### src/rtl/tpu_pkg.sv
// tpu_pkg: shared tpu constants and instruction-assembler state encoding
package tpu_pkg;
  localparam int DATA_WIDTH = 8;
  localparam int ACC_WIDTH = 8;
  localparam int INSTR_WIDTH = 16;
  localparam logic [INSTR_WIDTH-1:0] NOP_INSTR = 16'h0000;
  typedef enum logic {EXP_LO, EXP_HI} asm_state_e;
endpackage

### src/rtl/tpu_sync_fifo.sv
// tpu_sync_fifo: synchronous FIFO with count-derived full/empty and sync clear
module tpu_sync_fifo #(
  parameter int WIDTH = 16,
  parameter int DEPTH = 4,
  localparam int AW = $clog2(DEPTH)
) (
  input  logic             clk,
  input  logic             rst,
  input  logic             clr,
  input  logic             push,
  input  logic             pop,
  input  logic [WIDTH-1:0] din,
  output logic [WIDTH-1:0] dout,
  output logic             full,
  output logic             empty,
  output logic [AW:0]      count
);
  logic [WIDTH-1:0] mem_q [DEPTH];
  logic [AW-1:0] wr_q, rd_q;
  logic [AW:0] count_q;
  logic do_push, do_pop;
  assign empty = count_q == '0;
  assign full = count_q == (AW+1)'(DEPTH);
  assign do_push = push && !full;
  assign do_pop = pop && !empty;
  assign dout = mem_q[rd_q];
  assign count = count_q;
  // pointers wrap naturally because DEPTH is a power of two
  always_ff @(posedge clk) begin
    if (rst || clr) begin
      wr_q <= '0;
      rd_q <= '0;
      count_q <= '0;
    end else begin
      if (do_push) wr_q <= wr_q + 1'b1;
      if (do_pop) rd_q <= rd_q + 1'b1;
      count_q <= count_q + {{AW{1'b0}}, do_push} - {{AW{1'b0}}, do_pop};
    end
  end
  // storage needs no reset; stale entries are unreachable once pointers clear
  always_ff @(posedge clk) begin
    if (do_push) mem_q[wr_q] <= din;
  end
endmodule

### src/rtl/tpu_instr_feeder.sv
// tpu_instr_feeder: assembles host bytes into instructions and issues one per cycle
module tpu_instr_feeder
  import tpu_pkg::*;
#(
  parameter int FIFO_DEPTH = 4,
  parameter int INSTR_WIDTH = 16
) (
  input  logic                         clk,
  input  logic                         rst,
  input  logic [7:0]                   byte_in,
  input  logic                         byte_valid,
  output logic                         byte_ready,
  input  logic                         issue_en,
  input  logic                         flush,
  output logic [INSTR_WIDTH-1:0]       instruction,
  output logic [$clog2(FIFO_DEPTH):0]  fifo_count,
  output logic                         busy,
  output logic [7:0]                   issued_count
);
  asm_state_e state_q, state_d;
  logic [7:0] lo_q, lo_d, issued_q, issued_d;
  logic [INSTR_WIDTH-1:0] instr_q, instr_d, head;
  logic full, empty, accept, push, pop;
  tpu_sync_fifo #(.WIDTH(INSTR_WIDTH), .DEPTH(FIFO_DEPTH)) u_fifo (
    .clk(clk),
    .rst(rst),
    .clr(flush),
    .push(push),
    .pop(pop),
    .din({byte_in, lo_q}),
    .dout(head),
    .full(full),
    .empty(empty),
    .count(fifo_count)
  );
  // handshake, assembler next state and issue selection; ready ignores issue_en so a full FIFO always blocks the high byte
  always_comb begin
    byte_ready = !rst && !flush && (state_q == EXP_LO || !full);
    accept = byte_valid && byte_ready;
    push = accept && state_q == EXP_HI;
    pop = issue_en && !empty && !flush;
    state_d = flush ? EXP_LO : accept ? (state_q == EXP_LO ? EXP_HI : EXP_LO) : state_q;
    lo_d = accept && state_q == EXP_LO ? byte_in : lo_q;
    instr_d = pop ? head : NOP_INSTR;
    issued_d = flush ? '0 : issued_q + {7'd0, pop && head != NOP_INSTR};
  end
  // state and issue registers
  always_ff @(posedge clk) begin
    if (rst) begin
      state_q <= EXP_LO;
      lo_q <= '0;
      instr_q <= NOP_INSTR;
      issued_q <= '0;
    end else begin
      state_q <= state_d;
      lo_q <= lo_d;
      instr_q <= instr_d;
      issued_q <= issued_d;
    end
  end
  assign instruction = instr_q;
  assign issued_count = issued_q;
  assign busy = fifo_count != '0 || state_q == EXP_HI;
endmodule

### config.mk
export PLATFORM = sky130hd
export DESIGN_NAME = tpu_instr_feeder
export DESIGN_NICKNAME = d
export VERILOG_FILES = /design/src/rtl/tpu_pkg.sv /design/src/rtl/tpu_sync_fifo.sv /design/src/rtl/tpu_instr_feeder.sv
export SDC_FILE = /design/constraint.sdc
export NUM_CORES = 1
export LEC_CHECK = 0
export ABC_AREA = 1
export CORE_MARGIN = 2
export CORE_UTILIZATION = 50
export DETAILED_ROUTE_END_ITERATION = 10
export GPL_ROUTABILITY_DRIVEN = 1
export PLACE_DENSITY_LB_ADDON = 0.12
export SLEW_MARGIN = 10
export SYNTH_ARGS = -nofsm -noshare
export SYNTH_HDL_FRONTEND = slang
export SYNTH_SLANG_ARGS = --single-unit
### constraint.sdc
create_clock -name clk -period 1.9 [get_ports clk]
set_input_delay 0.38 -clock clk [delete_from_list [all_inputs] [get_ports clk]]
set_output_delay 0.38 -clock clk [all_outputs]
set_load 0.02 [all_outputs]
==> results.sh, run 1 <==
export IMPL_synth_seq_cells=106
export IMPL_hold_violations=0
export IMPL_die_area_mm2=0.00886
export IMPL_fmax_mhz=466
export IMPL_finalCriticalPeriod_ns=2.15
export IMPL_p_seq_share_pct=65.6
export IMPL_fp_dieH_um=94.1
export IMPL_post_drt_wl_per_cell_um=15.0
export IMPL_num_vias=2965
export IMPL_slew_headroom_pct=78.6
export IMPL_pre_cts_ws_ns=-0.410
export IMPL_cts_sinks=106
export IMPL_grt_max_degree=33
export IMPL_outcome="finished with violations"
export IMPL_h_tree_depth=3
export IMPL_cts_tree="yes"
export IMPL_synth_nets=402
export IMPL_finalCritPeriodShare_pct=113
export IMPL_postSynthAreaPerCell_um2=10.7
export IMPL_power_frac_comb_pct=2.6
export IMPL_grt_pass1_wl_mm=12.0
export IMPL_dr_pass1_iters=4
export IMPL_violations="setup timing"
export IMPL_place_gp_congestion=0.758
export IMPL_core_mm2=0.00781
export IMPL_overflow=0
export IMPL_leakagePower_nw=2.24
export IMPL_clock_skew_ns=0.0131
export IMPL_drtIter0Drc=154
export IMPL_p_int_mw=2.96
export IMPL_root_buffer="clkbuf_8"
export IMPL_clkPwrFrac_pct=31.8
export IMPL_clk_path_buf_depth=2
export IMPL_nets=501
export IMPL_start_util_pct=52.0
export IMPL_dpl_hpwl_mm=5.02
export IMPL_final_util_pct=72.5
export IMPL_worst_setup_path_type="reg -> reg"
export IMPL_rows=32
export IMPL_final_cell_mix="64 x edfxtp_1, 54 x nand2_1, 43 x buf_4"
export IMPL_powerDensity_mw_per_mm2=659
export IMPL_finalWorstSetupSlack_ns=-0.247
export IMPL_required_ns=2.19
export IMPL_synth_top_cell_area_share_pct=47.3
export IMPL_antennaDiodeCount=0
export IMPL_vdd_ir_drop_max_mv=0.393
export IMPL_syn_area_mm2=0.00406
export IMPL_crit_fanout=8
export IMPL_areaGrowthSynthToFinish_pct=39.4
export IMPL_crit_arrival_ns=2.44
export IMPL_hold_class="reg -> reg"
export IMPL_start_kind="register"
export IMPL_io_buffers=41
export IMPL_cap_viol_max_count=0
export IMPL_layout_commonest_cell="edfxtp_1"
export IMPL_grt_pass1_vias=2493
export IMPL_finalSetupViolCount=7
export IMPL_cts_hold_buf=0
export IMPL_worstMarginPinSlew_ns=0.319
export IMPL_io_pins=42
export IMPL_via_per_inst=5.06
export IMPL_switching_power_uw=773
export IMPL_seq_area_frac_synth_pct=68.0
export IMPL_synth_area_leaders="edfxtp_1 47%, dfxtp_1 21%, nand2_1 9.2%, nand3_1 4.6%, inv_1 3.2%"
export IMPL_end_kind="register"
export IMPL_antenna_found_initial=0
export IMPL_clk_pin_slew_worst_paths_ns=0.09
export IMPL_syn_inst=380
export IMPL_report_final_slew_viol_count=0
export IMPL_drt_wl_total_mm=8.76
export IMPL_r2r_slack_ns=-0.25
export IMPL_yosysTopAreaCell="edfxtp_1"
export IMPL_die_x_um=94.1
export IMPL_ys_types=21
export IMPL_drc=0
export IMPL_clk_latency_ns=0.36
export IMPL_drive_gt1_share_pct=37.2
export IMPL_detail_route_antenna_nets=0
export IMPL_grt_setup_unrepaired="true"
export IMPL_cts_buffers=9
export IMPL_grt_total_usage_pct=18.1
export IMPL_yosysWarnings=0
export IMPL_switching_share_pct=20.7
==> path summary, 6_finish.rpt <==
check                          to  cells past startpoint      startpoint
setup / recovery  issued_count[6]                     18        register
hold / removal           register                      1  u_fifo.rd_q[0]
setup reg to reg  issued_count[6]                     18        register
hold reg to reg          register                      1  u_fifo.rd_q[0]
==> synth_stat cells <==
library cell / number
nand2_1: 99
edfxtp_1: 64
dfxtp_1: 42
nand3_1: 37
inv_1: 35
nor2_1: 35
a21oi_1: 19
o21ai_0: 16
ha_1: 8
buf_6: 7
buf_2: 6
nand4_1: 2
nor3_1: 2
and3_1: 1
fa_1: 1
inv_2: 1
inv_4: 1
nand2_2: 1
nand4_2: 1
o21a_1: 1
xnor2_1: 1
==> metal layers <==
metal  vias to the layer above  part of all wire [%]  global-route usage [%]
met4                         0                  0.95                    6.16
met1                      1404                    39                    22.4
li1                       1454                     -                       -
met2                        98                    53                    31.3
met3                         9                   6.7                    4.33
met5                         -                     0                       0
==> through the flow <==
| stage | hold slack, ns | TNS [ns] | cells | area (µm²) | total power [mW] |
|---|---|---|---|---|---|
| after floorplan | 0.436 | -3.51 | 380 | 4070 | 2.53 |
| after global placement | 0.450 | -12.11 | 549 | 4850 | 2.59 |
| after detailed placement | 0.460 | -14.02 | 549 | 4850 | 2.60 |
| after CTS | 0.468 | -0.746 | 569 | 5120 | 3.75 |
| after global routing | 0.490 | -2.21 | 586 | 5660 | 3.85 |
| final | 0.469 | -1.28 | 586 | 5660 | 3.73 |
==> cell type report <==
cell class                 count  area, µm²
clock buffer                  11        131
clock inverter                 5       32.5
fill                         553       2150
inverter                      37        151
multi-input combinational    224       1420
sequential                   106       2780
tap                          102        128
timing repair buffer          99       1000
timing repair inverter         2       25.0
==> what timing repair did <==
action                                  4_1_cts  5_1_grt
cloned                                        0        4
endpoints found under the hold margin         0        0
pin swaps                                     2       31
resized for setup                            26      107
buffers inserted                              4       13
endpoints found under the setup margin        9       13
==> power by group through the flow <==
stage / clock, mW / sequential [mW] / combinational, mW
3_3_place_gp: 0 / 2.50 / 0.0913
4_1_cts: 1.21 / 2.45 / 0.0929
5_1_grt: 1.30 / 2.45 / 0.104
6_report: 1.19 / 2.45 / 0.0962
3_5_place_dp: 0 / 2.50 / 0.0929
2_1_floorplan: 0 / 2.50 / 0.0330
==> critical path, cell delays in order (launching register included) <==
cell and delay, ns:
dfxtp_4 0.41, buf_12 0.13, buf_12 0.13, nand2_1 0.06, nand3_1 0.10, nand2_2 0.07
nand2_2 0.09, nor2_2 0.05, nand2_2 0.07, nor2_4 0.04, nor2_2 0.08, ha_2 0.21
ha_4 0.14, nand2_2 0.05, inv_2 0.07, nand3_2 0.07, nor2_1 0.12, nand2_1 0.06
a21oi_1 0.12
==> sequential cells by signal, indices dropped and copies added, names as in the netlist, named ones only <==
register,cells
u_fifo.mem_q,64
u_fifo.count,3
lo_q,8
instruction,16
state_q,1
issued_count,8
u_fifo.wr_q,2
u_fifo.rd_q,2
==> cells by family after synthesis <==
logic type | after synthesis | share of synthesized area [%]
XOR/XNOR | 1 | 0.216
AND/OR/NAND/NOR | 178 | 18.1
buffers and inverters | 50 | 6.16
adder cells (fa/ha/maj) | 9 | 2.96
AO/OA/AOI/OAI | 36 | 4.50
flip-flops | 106 | 68.0
No activity file was read; power rests on OpenSTA's default activity.
==> run 2: changes to the inputs <==
--- a/config.mk
+++ b/config.mk
@@ -10,7 +10,7 @@
 export CORE_UTILIZATION = 50
 export DETAILED_ROUTE_END_ITERATION = 10
 export GPL_ROUTABILITY_DRIVEN = 1
-export PLACE_DENSITY_LB_ADDON = 0.12
+export PLACE_DENSITY = 0.77
 export SLEW_MARGIN = 10
 export SYNTH_ARGS = -nofsm -noshare
 export SYNTH_HDL_FRONTEND = slang
==> results.sh, run 2 (synthesis results as in run 1) <==
export IMPL_outcome="finished with violations"
export IMPL_violations="setup timing"
export IMPL_p_int_mw=3.09
export IMPL_slew_headroom_pct=79.4
export IMPL_path_cells="clkbuf_16, nand2_1, nand3_1, nand2_2, nand2_1, nor2_1, nand2_1, nor2_4, nor2_2, ha_2, and3_4, nand3_2, nor3_2, nand2_1, nand2_1, nor2_1"
export IMPL_via_per_inst=5.16
export IMPL_cap_viol_max_count=0
export IMPL_antennaDiodeCount=0
export IMPL_cts_hold_buf=0
export IMPL_clkPwrFrac_pct=34.3
export IMPL_worst_setup_path_type="reg -> reg"
export IMPL_h_tree_depth=3
export IMPL_cts_sinks=106
export IMPL_dr_pass1_iters=4
export IMPL_finalWorstSetupSlack_ns=-0.292
export IMPL_leakagePower_nw=2.12
export IMPL_rows=32
export IMPL_finalPower_mw=3.87
export IMPL_crit_slowest_cell="dfxtp_4"
export IMPL_cp_common_cell="nand2_1"
export IMPL_grt_max_degree=33
export IMPL_crit_family="simple AND/OR/NAND/NOR gates"
export IMPL_io_buffers=41
export IMPL_switching_share_pct=20.2
export IMPL_crit_fanout=8
export IMPL_clock_skew_ns=0.0135
export IMPL_start_util_pct=52.0
export IMPL_grt_pass1_wl_mm=12.4
export IMPL_cts_tree="yes"
export IMPL_nets=496
export IMPL_cp_num_buf_inv=1
export IMPL_report_final_slew_viol_count=0
export IMPL_clk_pin_slew_worst_paths_ns=0.09
export IMPL_worstMarginPinSlew_ns=0.308
export IMPL_cpPeakStageDelay_ns=0.50
export IMPL_finalSetupViolCount=7
export IMPL_die_area_mm2=0.00886
export IMPL_powerDensity_mw_per_mm2=706
export IMPL_power_frac_comb_pct=2.5
export IMPL_place_gp_congestion=0.810
export IMPL_timing_hold_ws_ns=0.468
export IMPL_dpl_hpwl_mm=5.21
export IMPL_fmax_mhz=456
export IMPL_crit_arrival_ns=2.46
export IMPL_p_seq_share_pct=63.2
export IMPL_cts_buffers=9
export IMPL_grt_setup_unrepaired="true"
export IMPL_clk_path_buf_depth=2
export IMPL_core_mm2=0.00781
export IMPL_end_kind="register"
export IMPL_drtIter0Drc=142
export IMPL_num_vias=2996
export IMPL_clk_latency_ns=0.37
export IMPL_io_pins=42
export IMPL_finalCritPeriodShare_pct=115
export IMPL_detail_route_antenna_nets=0
export IMPL_largest_register="u_fifo.mem_q"
export IMPL_tns_ns=-1.26
export IMPL_hold_class="reg -> reg"
export IMPL_antenna_found_initial=0
export IMPL_placed_area_mm2=0.00486
export IMPL_hold_violations=0
export IMPL_fp_dieH_um=94.1
export IMPL_start_kind="register"
export IMPL_switching_power_uw=783
export IMPL_required_ns=2.17
export IMPL_final_cell_mix="64 x edfxtp_1, 60 x nand2_1, 44 x buf_4"
export IMPL_root_buffer="clkbuf_8"
export IMPL_drive_gt1_share_pct=33.0
export IMPL_grt_total_usage_pct=18.8
export IMPL_drc=0
export IMPL_drt_wl_total_mm=8.81
export IMPL_fin_area_mm2=0.00549
export IMPL_layout_commonest_cell="edfxtp_1"
export IMPL_overflow=0
export IMPL_vdd_ir_drop_max_mv=0.377
export IMPL_grt_pass1_vias=2718
export IMPL_areaGrowthSynthToFinish_pct=35.1
export IMPL_post_drt_wl_per_cell_um=15.2
export IMPL_finalCriticalPeriod_ns=2.19
export IMPL_stdcell_count=581
export IMPL_die_x_um=94.1
export IMPL_largest_reg_flops=64
export IMPL_dpl_cell_count=552
[run 2: cell types whose count changed in the layout (fill, tap and decap cells not counted), sizes merged]
cell          delta
buf              -4
bufinv           +1
clkinvlp         -2
dlymetal6s2s     -1
inv              +1
[run 2: final timing paths]
check	startpoint	endpoint	slack [ns]	cells after the start
worst max-delay path	register	issued_count[7]	-0.29	16
worst min-delay path	u_fifo.rd_q[1]	register	0.47	2
worst max register to register	register	issued_count[7]	-0.29	16
worst min register to register	u_fifo.rd_q[1]	register	0.47	2
[run 2: metrics by stage]
step / utilization [%] / setup WS [ns]
2_1_floorplan: - / -0.0548
3_3_place_gp: 62.3 / -0.309
3_5_place_dp: 62.3 / -0.421
4_1_cts: 65.4 / -0.149
5_1_grt: 70.3 / -0.435
6_report: 70.3 / -0.292
[run 2: timing repair]
item	CTS	global route
resized for setup	18	86
pin swaps	2	38
hold endpoints to repair	0	0
setup endpoints to repair	10	11
buffers inserted	2	8
gates cloned	0	3
[run 2: layout make-up]
type	count	area, µm²
fillers	522	2320
well taps	102	128
clock buffers	11	131
repair inverters	2	17.5
multi-input cells	224	1340
repair buffers	94	893
flip-flops and latches	106	2770
clock inverters	5	53.8
inverters	37	151
[run 2: per-layer routing]
metal / track usage (%) / vias to the layer above / routed length (µm)
li1: - / 1448 / -
met1: 21.6 / 1413 / 3440
met2: 32.4 / 118 / 4560
met3: 4.41 / 17 / 641
met4: 10.5 / 0 / 167
met5: 0 / - / 0
[run 2: worst min-delay path, delay by kind of cell (launching register included)]
kind,cells,cell delay (ns)
flip-flops,1,0.31
AO/OA/AOI/OAI,1,0.07
buffers and inverters,1,0.06
[run 2: power by group through the flow]
stage | logic [mW] | clock network [mW] | registers (mW)
3_3_place_gp | 0.0935 | 0 | 2.50
5_1_grt | 0.106 | 1.44 | 2.45
2_1_floorplan | 0.0330 | 0 | 2.50
3_5_place_dp | 0.0962 | 0 | 2.50
6_report | 0.0981 | 1.33 | 2.45
4_1_cts | 0.0952 | 1.33 | 2.45
